**src/rtl/uart_rx.sv**
```systemverilog
// UART receiver: 2-flop synchroniser, three majority-voted samples per bit, valid/ready output.
// Optional even-parity bit (8E1) when the macro UART_RX_PARITY_EN is defined; default is 8N1.
module uart_rx #(
  parameter int CLK_FREQ = 200_000_000,
  parameter int BAUDRATE = 9600
) (
  input  logic       clk,
  input  logic       rst,
  input  logic       rx,
  output logic [7:0] rx_data,
  output logic       rx_valid,
  input  logic       rx_ready,
  output logic       rx_frame_err,
  output logic       rx_overrun,
`ifdef UART_RX_PARITY_EN
  output logic       rx_parity_err,
`endif
  output logic       rx_busy
);

  localparam int CNT_3T = CLK_FREQ / (BAUDRATE * 3);
  localparam int CNT_6T = CLK_FREQ / (BAUDRATE * 6);
  localparam logic [17:0] CNT_3T_LAST = 18'(CNT_3T - 1);
  localparam logic [17:0] CNT_6T_LAST = 18'(CNT_6T - 1);

  typedef enum logic [2:0] {
    S_IDLE,
    S_ALIGN,
    S_START,
    S_DATA,
`ifdef UART_RX_PARITY_EN
    S_PARITY,
`endif
    S_STOP,
    S_BREAK
  } state_t;

  logic        r_rx_meta;
  logic        r_rx_s;

  state_t      r_state,  w_state_nxt;
  logic [17:0] r_cnt,    w_cnt_nxt;
  logic [1:0]  r_sidx,   w_sidx_nxt;
  logic [1:0]  r_samp,   w_samp_nxt;
  logic [2:0]  r_bidx,   w_bidx_nxt;
  logic [7:0]  r_shift,  w_shift_nxt;
  logic [7:0]  r_data,   w_data_nxt;
  logic        r_valid,  w_valid_nxt;
  logic        r_ferr,   w_ferr_nxt;
  logic        r_ovr,    w_ovr_nxt;
`ifdef UART_RX_PARITY_EN
  logic        r_par,    w_par_nxt;
  logic        r_perr,   w_perr_nxt;
`endif

  logic        w_tick;
  logic        w_bit_done;
  logic        w_vote;
  logic        w_sampling;

  // Both flops reset to 1 so a reset never looks like a start bit.
  always_ff @(posedge clk) begin
    if (rst) begin
      r_rx_meta <= 1'b1;
      r_rx_s    <= 1'b1;
    end else begin
      // NOTE: non-blocking assignments make every flop sample the pre-edge value,
      // which is what turns these two lines into a two-stage shift rather than a wire.
      r_rx_meta <= rx;
      r_rx_s    <= r_rx_meta;
    end
  end

  assign w_tick     = (r_cnt == CNT_3T_LAST);
  assign w_bit_done = w_tick && (r_sidx == 2'd2);
  // Third sample is the live synchronised value; the first two are stored.
  assign w_vote     = (r_samp[0] & r_samp[1]) | (r_samp[0] & r_rx_s) | (r_samp[1] & r_rx_s);
  assign w_sampling = (r_state != S_IDLE) && (r_state != S_ALIGN) && (r_state != S_BREAK);

  always_comb begin
    // NOTE: every signal gets a default before any branch, so no path leaves one
    // unassigned and no latch can be inferred.
    w_state_nxt = r_state;
    w_cnt_nxt   = r_cnt + 18'd1;
    w_sidx_nxt  = r_sidx;
    w_samp_nxt  = r_samp;
    w_bidx_nxt  = r_bidx;
    w_shift_nxt = r_shift;
    w_data_nxt  = r_data;
    w_valid_nxt = r_valid && !rx_ready;
    w_ferr_nxt  = 1'b0;
    w_ovr_nxt   = 1'b0;
`ifdef UART_RX_PARITY_EN
    w_par_nxt   = r_par;
    w_perr_nxt  = 1'b0;
`endif

    if (w_sampling && w_tick) begin
      w_cnt_nxt = '0;
      if (r_sidx == 2'd2) begin
        w_sidx_nxt = 2'd0;
      end else begin
        w_samp_nxt[r_sidx[0]] = r_rx_s;
        w_sidx_nxt            = r_sidx + 2'd1;
      end
    end

    case (r_state)
      S_IDLE: begin
        w_cnt_nxt = '0;
        if (!r_rx_s) w_state_nxt = S_ALIGN;
      end

      S_ALIGN: begin
        if (r_cnt == CNT_6T_LAST) begin
          w_cnt_nxt     = '0;
          w_samp_nxt[0] = r_rx_s;
          w_sidx_nxt    = 2'd1;
          w_state_nxt   = S_START;
        end
      end

      S_START: begin
        if (w_bit_done) begin
          if (w_vote) begin
            w_state_nxt = S_IDLE;
          end else begin
            w_bidx_nxt  = 3'd0;
            w_state_nxt = S_DATA;
          end
        end
      end

      S_DATA: begin
        if (w_bit_done) begin
          w_shift_nxt = {w_vote, r_shift[7:1]};
          w_bidx_nxt  = r_bidx + 3'd1;
          if (r_bidx == 3'd7) begin
`ifdef UART_RX_PARITY_EN
            w_state_nxt = S_PARITY;
`else
            w_state_nxt = S_STOP;
`endif
          end
        end
      end

`ifdef UART_RX_PARITY_EN
      S_PARITY: begin
        if (w_bit_done) begin
          w_par_nxt   = w_vote;
          w_state_nxt = S_STOP;
        end
      end
`endif

      S_STOP: begin
        if (w_bit_done) begin
          if (w_vote) begin
            // A byte can land in the same cycle the consumer takes the previous one.
            if (!r_valid || rx_ready) begin
              w_data_nxt  = r_shift;
              w_valid_nxt = 1'b1;
            end else begin
              w_ovr_nxt = 1'b1;
            end
`ifdef UART_RX_PARITY_EN
            w_perr_nxt = (r_par != ^r_shift);
`endif
            w_state_nxt = S_IDLE;
          end else begin
            w_ferr_nxt  = 1'b1;
            w_state_nxt = S_BREAK;
          end
        end
      end

      S_BREAK: begin
        w_cnt_nxt = '0;
        if (r_rx_s) w_state_nxt = S_IDLE;
      end

      default: begin
        w_state_nxt = S_IDLE;
      end
    endcase
  end

  always_ff @(posedge clk) begin
    if (rst) begin
      r_state <= S_IDLE;
      r_cnt   <= '0;
      r_sidx  <= 2'd0;
      r_samp  <= 2'b00;
      r_bidx  <= 3'd0;
      r_shift <= 8'h00;
      r_data  <= 8'h00;
      r_valid <= 1'b0;
      r_ferr  <= 1'b0;
      r_ovr   <= 1'b0;
`ifdef UART_RX_PARITY_EN
      r_par   <= 1'b0;
      r_perr  <= 1'b0;
`endif
    end else begin
      r_state <= w_state_nxt;
      r_cnt   <= w_cnt_nxt;
      r_sidx  <= w_sidx_nxt;
      r_samp  <= w_samp_nxt;
      r_bidx  <= w_bidx_nxt;
      r_shift <= w_shift_nxt;
      r_data  <= w_data_nxt;
      r_valid <= w_valid_nxt;
      r_ferr  <= w_ferr_nxt;
      r_ovr   <= w_ovr_nxt;
`ifdef UART_RX_PARITY_EN
      r_par   <= w_par_nxt;
      r_perr  <= w_perr_nxt;
`endif
    end
  end

  assign rx_data      = r_data;
  assign rx_valid     = r_valid;
  assign rx_frame_err = r_ferr;
  assign rx_overrun   = r_ovr;
  assign rx_busy      = (r_state != S_IDLE);
`ifdef UART_RX_PARITY_EN
  assign rx_parity_err = r_perr;
`endif

endmodule

```
**config.mk**
```make
export PLATFORM = sky130hd
export DESIGN_NAME = uart_rx
export DESIGN_NICKNAME = d
export VERILOG_FILES = /design/src/rtl/uart_rx.sv
export SDC_FILE = /design/constraint.sdc
export NUM_CORES = 1
export LEC_CHECK = 0
export ABC_AREA = 1
export CAP_MARGIN = 20
export CORE_ASPECT_RATIO = 1.75
export CORE_MARGIN = 2
export CORE_UTILIZATION = 52
export DETAILED_ROUTE_END_ITERATION = 8
export HOLD_SLACK_MARGIN = 0.02
export PLACE_DENSITY = 0.74
export SLEW_MARGIN = 15
export SYNTH_ARGS = -nofsm -noshare
export SYNTH_HDL_FRONTEND = slang
export SYNTH_SLANG_ARGS = --single-unit
```
**constraint.sdc**
```tcl
create_clock -name clk -period 1.9 [get_ports clk]
set_clock_uncertainty 0.15 [all_clocks]
set_input_delay 0.475 -clock clk [delete_from_list [all_inputs] [get_ports clk]]
set_output_delay 0.475 -clock clk [all_outputs]
set_load 0.005 [all_outputs]
```
# ---- Yosys cells after proc, flatten, opt, wreduce, memory -nomap -nowiden
# Index checks and enable logic that the tools add are counted.
dict set report op_classes {
  n_mux 34
  n_addsub 3
  n_eq_ne 19
  n_reduce_logical 20
  bitwise_logic 9
  n_lt_le_gt_ge 2
}
# cell n
set op_table {}
lappend op_table {{$mux W18} 2}
lappend op_table {{$pmux W18 S2} 1}
lappend op_table {{$mux W3} 11}
lappend op_table {{$add A18 B1 Y18 const B} 1}
lappend op_table {{$eq A18 B12 Y1 const B} 1}
lappend op_table {{$eq A18 B13 Y1 const B} 1}
lappend op_table {{$pmux W3 S6} 1}
lappend op_table {{$ne A2 B2 Y1 const B} 8}
lappend op_table {{$mux W1} 11}
lappend op_table {{$mux W2} 5}
lappend op_table {{$eq A3 B3 Y1 const B} 3}
lappend op_table {{$reduce_and A4 Y1} 2}
lappend op_table {{$reduce_and A7 Y1} 1}
lappend op_table {{$eq A3 B2 Y1 const B} 2}
lappend op_table {{$logic_and A1 B1 Y1} 6}
lappend op_table {{$pmux W3 S2} 1}
lappend op_table {{$not A1 Y1} 4}
lappend op_table {{$reduce_and A2 Y1} 2}
lappend op_table {{$reduce_or A4 Y1} 1}
lappend op_table {{$add A3 B1 Y3 const B} 1}
lappend op_table {{$and A1 B1 Y1} 3}
lappend op_table {{$eq A3 B1 Y1 const B} 1}
lappend op_table {{$logic_not A3 Y1} 1}
lappend op_table {{$ne A3 B1 Y1 const B} 1}
lappend op_table {{14 further kinds} 16}
dict set report word_totals {
  input_bits 4
  word_cells 100
  output_inout_bits 12
  ff_bits 49
}

# ---- Logic depth before layout (Yosys ltp)
dict set report depth {
  word_depth 9
  depth_mapped 11
  mapped_depth_nobuf 10
}

# ---- Worst setup path before layout
# OpenSTA, ideal clock, no wires.
dict set report synth_path {
  path_kind {flip-flop to flip-flop}
  start {register r_cnt[0]}
  end {register r_data[5] (netlist: rx_data[5])}
  n_path_buf 1
  setup_time_ns 0.113
  t_required_ns 1.637
  path_stages_with_launch 12
  arrival_ns 1.505
  path_slack_ns 0.132
  synth_period_minus_slack_ns 1.768
  path_cell_list {dfxtp_1 ha_1 nand2_2 nor2_4 nand2_2 nor3_2 nand2_1 nor2_4 buf_6 nand2_1 nand2_1 nor2_1}
}
dict set report synth_between {
  elab_chain_len 3
}
# element line_no
set synth_rtl {}
lappend synth_rtl {{from (decl)} 42} ;# logic [17:0] r_cnt, w_cnt_nxt;
lappend synth_rtl {{from (signal assigned)} 207} ;# r_cnt <= w_cnt_nxt;
lappend synth_rtl {{$eq A18 B13 Y1} 74} ;# assign w_tick = (r_cnt == CNT_3T_LAST);
lappend synth_rtl {{$logic_and A1 B1 Y1} 75} ;# assign w_bit_done = w_tick && (r_sidx == 2'd2);
lappend synth_rtl {{$reduce_and A4 Y1 (no line)} --}
lappend synth_rtl {{to (signal assigned)} 212} ;# r_data <= w_data_nxt;
lappend synth_rtl {{to (decl)} 47} ;# logic [7:0] r_data, w_data_nxt;
# No other way between the ends.
# A chain may end at the register's enable or synchronous reset.

# ---- Worst setup path after layout
dict set report layout_path {
  start {register r_state[0]}
  end {output rx_busy}
}
dict set report layout_between {
  elab_chain_len 1
}
# element line_no
set layout_rtl {}
lappend layout_rtl {{from (decl)} 41} ;# state_t r_state, w_state_nxt;
lappend layout_rtl {{from (signal assigned)} 206} ;# r_state <= w_state_nxt;
lappend layout_rtl {{$reduce_bool A3 Y1} 227} ;# assign rx_busy = (r_state != S_IDLE);
lappend layout_rtl {{to (decl)} 18} ;# output logic rx_busy
# No other way between the ends.

==> qor.yml <==
dp_slack_ps: -35.8
sequentialPowerShare: 0.441
port_buffers: 15
rr_startpoint: "r_cnt[0]$_SDFF_PP0_"
io_pins: 16
final_core_util: 0.649
synth_seq_cells: 49
clock_path_buffers: 2
combPwrFrac: 0.303
layout_common_cells: "91 x nor2_1, 71 x nand2_1, 43 x dfxtp_1"
grt_pass1_wl_um: 8630
core_area_um2: 4400
rows: 32
period_needed_ps: 1820
avgRoutedWirePerCell_um: 11.4
hold_buffers: 0
fmax_mhz: 551
synth-xor-area-share: 0.0221
min_delay_path_depth: 1
grt_pass1_vias: 2161
cts-root-buf: "clkbuf_8"
grt_usage: 0.225
path_clk_slew_ps: 90
synthSimpleGateAreaFrac: 0.403
via_count: 2240
min_from: "r_rx_meta$_SDFF_PP1_"
ant_nets: 0
ys_seq_area_frac: 0.413
setup_viol: 0
syn_inst: 354
antenna_cells: 0
start_util: 0.539
synthTopCellsByArea: "dfxtp_1 41%, nor2_1 15%, nand2_1 12%"
synth_top_family_by_area: "simple AND/OR/NAND/NOR gates"
grt_max_degree: 19
rrSetupSlack_ps: 150
yosys.area.top_type: "dfxtp_1"
relSlewSlack: 0.731
layout.nets: 396
arrival_ps: 1190
tightest_slew_ps: 401
final_max_slew_viol_count: 0
antenna_found_initial: 0
drt_first_iter_violations: 41
p_int_mw: 1.65
cts_num_sinks: 49
endpoint_kind: "output port"
start_kind: "flop"
route.detailed.drc: 0
ys_types: 30
drive_gt1_frac: 0.156
drv_cap: 0
power_density_nw_per_um2: 900
synth_nets: 361
cts_buffers: 5
cts_max_level: 2
die_w_um: 55.1
regToRegEndpoint: "rx_data[1]$_SDFFE_PP0P_"
dieHeight_um: 93.4
synth_top_area_share: 0.413
setup_slack_ps: 84.4
r2r.worst_path.cells: 11
viasPerCell: 5.08
finalHoldViolations: 0
synthAdderAreaFrac: 0.0158
period_share: 0.956
multi_input_area_um2: 1240
cts_tree: "done"
wl_um: 5050
outcome: "finished clean"
crit_path_max_fanout: 4
fill_cells: 401
place_hpwl_um: 3900
syn_area_um2: 2370
required_ps: 1270
layout_commonest_cell: "nor2_1"
die_area_um2: 5140
insertion_delay_ps: 310
leakagePower_nw: 1.10
hp-class: "reg -> reg"
critical_path_class: "reg -> out"
ff_latch_area_um2: 988
dr.pass1.iters: 4
gp_congestion: 0.941
hold_end: "r_rx_s$_SDFF_PP1_"
switchingPower_uw: 918
netSwitchingFraction: 0.357
syn_avg_cell_area_um2: 6.71
p_clk_frac: 0.256
ys_warn_count: 0
synth_compound_area_frac: 0.0590
irDropWorstVdd_mv: 0.811
area_delta_synth_final_pct: 20.3
grt-ovfl-total: 0
muxShareOfSynthArea: 0
holdWs_ps: 266
## final cells by class
| cell class | count | share of cell area |
|---|---|---|
| Multi-Input combinational cell | 255 | 0.433 |
| Sequential cell | 49 | 0.346 |
| Timing Repair Buffer | 33 | 0.105 |
| Inverter | 45 | 0.0600 |
| Clock buffer | 5 | 0.0241 |
| Tap cell | 51 | 0.0223 |
| Clock inverter | 3 | 0.0101 |
## power by group through the flow
stage               logic [mW]  clock network [mW]  registers, mW
detailed placement       0.701                   0           1.14
CTS                      0.737               0.677           1.13
finish                   0.779               0.658           1.13
global route             0.892               0.715           1.14
floorplan                0.498                   0           1.15
global placement         0.693                   0           1.14
## synth_stat cells, drive strengths merged
cell / count
dfxtp: 49
inv: 44
nand3b: 1
xnor2: 1
nand3: 20
ha: 3
a21oi: 9
o21ai: 13
o211ai: 1
nor4: 1
clkbuf: 1
a31oi: 3
xor2: 5
nand4: 4
clkinv: 1
nor2: 100
buf: 4
nand2: 76
nor3: 16
or2: 2
## routing by layer
metal	wire length [um]	GRT usage	up-vias
met4	159	0.0955	0
met2	2830	0.423	44
met3	120	0.0367	17
li1	-	-	1171
met5	0	0	-
met1	1940	0.224	1008
## kinds of logic after synthesis
logic type | Yosys count
simple gates | 220
compound gates | 26
fa+ha+maj | 3
xor+xnor | 6
buf+inv | 50
flops | 49
## stage by stage
step           cells  setup TNS (ps)  area [um2]  power [mW]
2_1_floorplan    354               0        2370        1.64
3_3_place_gp     428               0        2650        1.83
3_5_place_dp     428            -130        2650        1.84
4_1_cts          438               0        2790        2.54
5_1_grt          441            -108        2860        2.75
6_report         441               0        2860        2.57
## repair_timing
action,4_1_cts,5_1_grt
resized for setup,8,11
endpoints found under the setup margin,3,39
buffers inserted,2,3
pin swaps,1,1
## sequential cells by signal, summed over array words and instances (netlist names)
name / cells
rx_frame_err: 1
rx_data: 8
rx_valid: 1
r_rx_s: 1
rx_overrun: 1
r_samp: 2
r_cnt: 18
r_rx_meta: 1
r_bidx: 3
r_sidx: 2
r_state: 3
r_shift: 8
## worst max-delay path by stage
stage / slack, ps / start / end
CTS: 50 / r_cnt[1]$_SDFF_PP0_ / r_shift[3]$_SDFFE_PP0P_
global route: -30 / r_cnt[12]$_SDFF_PP0_ / r_bidx[2]$_SDFFE_PP0P_
detailed placement: -40 / rx_ready / rx_data[6]$_SDFFE_PP0P_
finish: 80 / r_state[0]$_SDFFE_PP0P_ / rx_busy
floorplan: 130 / r_cnt[0]$_SDFF_PP0_ / rx_data[5]$_SDFFE_PP0P_
global placement: 10 / rx_ready / rx_data[6]$_SDFFE_PP0P_
## critical path, cell delays in order, from the launching register on
cell and delay, ps:
dfxtp_2 340, inv_4 70, nand2_4 60, nor2_2 100, inv_1 60, dlygate4sd2_1 250
Note: power is estimated with default switching activity, not from simulation.
